==> config.mk <==
export PLATFORM = sky130hd
export DESIGN_NAME = crc32_check
export DESIGN_NICKNAME = d
export VERILOG_FILES = /design/src/rtl/crc32_check.sv
export SDC_FILE = /design/constraint.sdc
export NUM_CORES = 1
export LEC_CHECK = 0
export ABC_AREA = 1
export CAP_MARGIN = 20
export CORE_MARGIN = 10
export CORE_UTILIZATION = 53
export DETAILED_ROUTE_END_ITERATION = 8
export GPL_TIMING_DRIVEN = 0
export PLACE_DENSITY = 0.8
export SLEW_MARGIN = 20
export SYNTH_ARGS = -nofsm -noshare
export SYNTH_HDL_FRONTEND = slang
export SYNTH_SLANG_ARGS = --single-unit
==> constraint.sdc <==
create_clock -name clk_i -period 7.1 [get_ports clk_i]
set_input_delay 0.71 -clock clk_i [delete_from_list [all_inputs] [get_ports clk_i]]
set_output_delay 0.71 -clock clk_i [all_outputs]
set_load 0.03 [all_outputs]
==> src/rtl/crc32_check.sv <==
// Receive-side CRC-32 checker: recomputes the CRC of a message word bit-serially,
// MSB first, and compares it against the CRC received with the message.
module crc32_check #(
    parameter int MSG_W = 32,
    parameter int ERR_W = 16
) (
    input  logic              clk_i,
    input  logic              rst_i,
    input  logic              in_valid_i,
    output logic              in_ready_o,
    input  logic [MSG_W-1:0]  message_i,
    input  logic [31:0]       crc_i,
    input  logic [31:0]       polynomial_i,
    input  logic              abort_i,
    output logic              res_valid_o,
    input  logic              res_ready_i,
    output logic [31:0]       crc_calc_o,
    output logic              match_o,
    output logic [ERR_W-1:0]  err_count_o,
    input  logic              err_clr_i
);

    localparam int CNT_W = (MSG_W > 1) ? $clog2(MSG_W) : 1;

    typedef enum logic [1:0] {
        IDLE  = 2'd0,
        SHIFT = 2'd1,
        DONE  = 2'd2
    } state_t;

    state_t             state_q, state_d;
    logic [CNT_W-1:0]   cnt_q, cnt_d;
    logic [MSG_W-1:0]   msg_sr_q, msg_sr_d;
    logic [31:0]        crc_q, crc_d;
    logic [31:0]        crc_rx_q, crc_rx_d;
    logic [31:0]        poly_q, poly_d;
    logic [31:0]        crc_out_q, crc_out_d;
    logic               match_q, match_d;
    logic               res_valid_q, res_valid_d;
    logic [ERR_W-1:0]   err_q, err_d;
    logic               err_inc_s;

    // One step of the MSB-first LFSR: shift left, fold in the polynomial on feedback.
    function automatic logic [31:0] crc_step(
        input logic [31:0] crc,
        input logic        din,
        input logic [31:0] poly
    );
        logic fb;
        fb       = din ^ crc[31];
        crc_step = {crc[30:0], 1'b0} ^ (fb ? poly : 32'h0000_0000);
    endfunction

    // State and datapath registers.
    always_ff @(posedge clk_i or posedge rst_i) begin
        if (rst_i) begin
            state_q     <= IDLE;
            cnt_q       <= {CNT_W{1'b0}};
            msg_sr_q    <= {MSG_W{1'b0}};
            crc_q       <= 32'h0000_0000;
            crc_rx_q    <= 32'h0000_0000;
            poly_q      <= 32'h0000_0000;
            crc_out_q   <= 32'h0000_0000;
            match_q     <= 1'b0;
            res_valid_q <= 1'b0;
            err_q       <= {ERR_W{1'b0}};
        end else begin
            state_q     <= state_d;
            cnt_q       <= cnt_d;
            msg_sr_q    <= msg_sr_d;
            crc_q       <= crc_d;
            crc_rx_q    <= crc_rx_d;
            poly_q      <= poly_d;
            crc_out_q   <= crc_out_d;
            match_q     <= match_d;
            res_valid_q <= res_valid_d;
            err_q       <= err_d;
        end
    end

    // Next-state, shift datapath and result capture.
    always_comb begin
        state_d     = state_q;
        cnt_d       = cnt_q;
        msg_sr_d    = msg_sr_q;
        crc_d       = crc_q;
        crc_rx_d    = crc_rx_q;
        poly_d      = poly_q;
        crc_out_d   = crc_out_q;
        match_d     = match_q;
        res_valid_d = res_valid_q;
        err_inc_s   = 1'b0;

        case (state_q)
            IDLE: begin
                res_valid_d = 1'b0;
                if (in_valid_i) begin
                    msg_sr_d = message_i;
                    crc_rx_d = crc_i;
                    poly_d   = polynomial_i;
                    crc_d    = 32'h0000_0000;
                    cnt_d    = CNT_W'(MSG_W - 1);
                    state_d  = SHIFT;
                end else begin
                    state_d  = IDLE;
                end
            end
            SHIFT: begin
                // Abort wins over the final-shift transition; the last result stays visible.
                if (abort_i) begin
                    state_d = IDLE;
                end else begin
                    crc_d    = crc_step(crc_q, msg_sr_q[MSG_W-1], poly_q);
                    msg_sr_d = {msg_sr_q[MSG_W-2:0], 1'b0};
                    if (cnt_q == {CNT_W{1'b0}}) begin
                        state_d = DONE;
                    end else begin
                        cnt_d   = cnt_q - CNT_W'(1);
                    end
                end
            end
            DONE: begin
                // First DONE cycle loads the registered outputs; they then hold until taken.
                if (!res_valid_q) begin
                    res_valid_d = 1'b1;
                    crc_out_d   = crc_q;
                    match_d     = (crc_q == crc_rx_q);
                end else if (res_ready_i) begin
                    res_valid_d = 1'b0;
                    state_d     = IDLE;
                    err_inc_s   = ~match_q;
                end else begin
                    state_d     = DONE;
                end
            end
            default: begin
                state_d     = IDLE;
                res_valid_d = 1'b0;
            end
        endcase
    end

    // Saturating mismatch counter; clear beats a same-cycle increment.
    always_comb begin
        if (err_clr_i) begin
            err_d = {ERR_W{1'b0}};
        end else if (err_inc_s && (err_q != {ERR_W{1'b1}})) begin
            err_d = err_q + ERR_W'(1);
        end else begin
            err_d = err_q;
        end
    end

    assign in_ready_o  = (state_q == IDLE);
    assign res_valid_o = res_valid_q;
    assign crc_calc_o  = crc_out_q;
    assign match_o     = match_q;
    assign err_count_o = err_q;

endmodule

==> results.md <==
Drt:
- For this block, the routed nets add up to 23.4 mm of wire.
- The via count is 7451.
- The count of nets left with antenna violations once routing finished came out at 0.
- The first detailed-routing pass ran for 5 iterations.
- In the routed design, unresolved DRC markers number 0.
- After the first detailed-routing iteration, the DRC count stood at 672.
- The average vias per placed instance is 5.15.
- After detailed routing, the average wire length per cell comes to 16.1 um.

Clocking:
- Post-CTS timing repair inserted 0 buffers for setup.
- At the later pin of the worst-skew pair, clock insertion delay measures 0.44 ns.
- TritonCTS built the clock tree.
- The number of buffers created by CTS is 17.
- The clock drives 185 sinks.
- In this run, post-CTS repair resized a total of 0 instances.
- The buffer depth of the longest clock path is 2.
- After clock tree synthesis, the flow added hold-fix buffers numbering 0.
- In this run the number of H-tree levels came out at 4.
- In this run the clock root is driven by a sky130_fd_sc_hd__clkbuf_16.
- The clock-pin slew of the registers on the worst-case setup and hold paths is 0.06 ns.

Synth:
- In this run, synthesis inferred 0 flip-flops with an integrated enable.
- The post-synthesis sequential area ratio is 54.1%.
- Yosys mapped the design onto 29 distinct sky130hd cell types.
- In the synthesized netlist the async set-or-reset flop fraction comes to 100%.
- By instance count, the leading cell after synthesis is sky130_fd_sc_hd__nand2_1.
- By count the netlist is led by sky130_fd_sc_hd__nand2_1 (383), sky130_fd_sc_hd__dfrtp_1 (185), sky130_fd_sc_hd__o21ai_0 (137).
- The mapped netlist covers 8560 um2.
- The cell accounting for the most synthesized area is sky130_fd_sc_hd__dfrtp_1.
- The number of instances in the synthesized netlist is 1047.
- The post-synthesis register bit count is 185.
- Yosys attributes the largest share of cell area to sky130_fd_sc_hd__dfrtp_1 (54%), sky130_fd_sc_hd__nand2_1 (17%), sky130_fd_sc_hd__o21ai_0 (8.0%), sky130_fd_sc_hd__inv_1 (5.0%), sky130_fd_sc_hd__xor2_1 (2.7%).
- The synthesis warning total is 0.
- The number of nets handed over by synthesis was 1151.
- The share of Yosys cell area claimed by the top area cell type is 54.1%.
- The most used flip-flop cell after synthesis is sky130_fd_sc_hd__dfrtp_1.
- The post-synthesis average cell area is 8.17 um2.

Die:
- The initial utilization of the core area, before any placement, comes to 54.1%.
- The core region is 15800 um2.
- The vertical extent of the die is 147 um.
- The die covers 21600 um2.
- Measured along the x axis, the die boundary spans 147 um.
- The number of primary I/O pins is 153.
- In this run the core area contains 46 standard-cell rows.

GRT:
- The initial antenna violation count is 0.
- The via count of the first global-routing pass is 7376.
- The first global-routing pass estimated 38.1 mm of wire.
- The maximum number of pins on one net before global-route repair is 82.
- The total routing usage reported by global routing is 21.8%.
- Summed over all layers, the global routing overflow is 0.

STA:
- The slew at the pin with the worst max-slew slack is 0.610 ns.
- The final hold slack is 0.474 ns.
- The worst clock skew on the final layout is 0.00841 ns.
- The tightest slew margin relative to the limit is 59.3%.
- Adding up every negative setup slack in the final design gives 0 ns.
- The number of failing hold endpoints at the final stage came to 0.
- Of the available clock period, the critical path in the final layout requires 35.1%.
- The final count of pins violating max slew is 0.
- Setup violations remaining at the end of the flow were counted as 0.
- Setup repair after global routing left no endpoint under its margin.
- For this run, the top clock speed supported by timing is 401 MHz.
- The final critical delay including setup and external delays is 2.50 ns.
- The final setup slack of the worst path is 4.60 ns.

Placed design:
- Timing analysis after detailed placement gives a worst setup slack of 4.77 ns.
- Routability-driven placement finished with a final weighted congestion of 0.910.
- Once placement completed, the tool counted placed cells totaling 1416.
- The number of input and output port buffers inserted is 151.
- The total half-perimeter wirelength after legalization and detailed placement is 17.0 mm.

Critical path:
- For the worst setup path, the data arrival time is 1.79 ns.
- The critical path class is reg2out.
- The critical path goes through nor2_1, clkdlybuf4s50_1.
- STA classifies the critical path endpoint as an output port.
- Among all stages on the critical path, the largest delay is contributed by sky130_fd_sc_hd__clkdlybuf4s50_1.
- The largest delay contributor family on the critical path is buffers and inverters.
- The delay contributed by the slowest stage of the critical path is 0.72 ns.
- For the worst setup path, the data required time is 6.39 ns.
- Along the worst path, the maximum fanout reaches 5.
- Together, buffers and inverters on the worst path number 1.
- The element type at the critical path start is a flip-flop.

Run status:
- The run finished with clean final reports.

Cells and area:
- The utilization after layout is 69.5%.
- The post-route non-filler standard cell count is 1448.
- The repair_antennas step left the layout with diodes totalling 0.
- The area growth from synthesis to layout is 28.6%.
- The post-route netlist has 6.41% of its cells at a drive strength greater than 1.
- For this run, the post-layout net count is 1323.

Power:
- Summed over all cells, the static leakage comes to 5.18 nW.
- Dividing total power by cell area gives a power density of 417 nW/um2.
- Across the VDD grid, the largest voltage drop is 255 uV.

Worst hold path:
- The kind of path behind the tightest hold check is reg2reg.

Run:
- Across the run, the number of max-cap violations was 0.
tightest hold or removal path, cell delays in order, from the launching register on:
cell	delay, ns
sky130_fd_sc_hd__dfrtp_1	0.34
sky130_fd_sc_hd__nand2_1	0.05
sky130_fd_sc_hd__nand2_1	0.05
layout make-up:
cell class	instances	area, um2
timing repair buffer	153	1570
multi-input combinational	697	3250
fill	1312	4830
clock buffer	22	484
buffer	45	229
clock inverter	10	116
tap	216	270
sequential	185	4630
inverter	120	458
layout by cell type, fill, tap and decap left out, drive strengths merged:
master	n
clkdlybuf4s50	151
clkbuf	42
inv	120
clkinv	6
o22ai	22
dfrtp	185
nand2	392
ha	2
o21bai	1
xnor2	19
xor2	26
clkinvlp	2
nor2	34
buf	27
bufinv	2
nand3	35
o21a	1
o21ai	146
nand4	7
nor3b	2
o32ai	1
a21oi	5
nor3	4
through the flow:
| stage | cell area, um2 | power [mW] |
|---|---|---|
| floorplan | 8560 | 2.94 |
| global placement | 10300 | 3.55 |
| detailed placement | 10400 | 3.61 |
| CTS | 11000 | 4.59 |
| global route | 11000 | 4.92 |
| finish | 11000 | 4.59 |
sequential cells by signal, summed over array words and instances, names as in the netlist, 2 cells and up:
register / cells
msg_sr_q: 32
poly_q: 32
cnt_q: 5
crc_q: 32
crc_calc_o: 32
crc_rx_q: 32
err_count_o: 16
state_q: 2
cells by family (layout without fill, tap and decap cells):
kind of cell,count (synthesis),after routing,share of synthesized area (%)
XOR/XNOR,45,45,4.61
flip-flops,185,185,54.1
AO/OA/AOI/OAI,176,176,10.8
adder cells (fa/ha/maj),2,2,0.292
buffers and inverters,165,350,7.94
AND/OR/NAND/NOR,474,474,22.2
where the power goes:
group	internal, mW	total [mW]	switching [mW]
logic	0.678	1.88	1.20
clock network	0.556	0.964	0.407
registers	1.47	1.74	0.271
total	2.70	4.59	1.88
path summary, 6_finish.rpt:
path,to,start,slack [ns],cells after the start
max reg2reg,msg_sr_q[5]$_DFFE_PP0P_,state_q[1]$_DFFE_PP0P_,5.27,7
min,cnt_q[4]$_DFFE_PP0P_,cnt_q[4]$_DFFE_PP0P_,0.47,2
min in group asynchronous,msg_sr_q[29]$_DFFE_PP0P_,rst_i,0.66,2
max,in_ready_o,state_q[0]$_DFFE_PP0P_,4.60,2
min reg2reg,cnt_q[4]$_DFFE_PP0P_,cnt_q[4]$_DFFE_PP0P_,0.47,2
max in group asynchronous,crc_rx_q[28]$_DFFE_PP0P_,rst_i,5.42,4
routing by layer:
layer,vias up,track usage [%],part of all wire [%]
li1,3626,-,-
met1,3541,28.8,43
met2,247,34.4,48
met3,37,5.41,6.8
met4,0,7.58,2.0
met5,-,0,0
(Power assumes the default switching activity.)
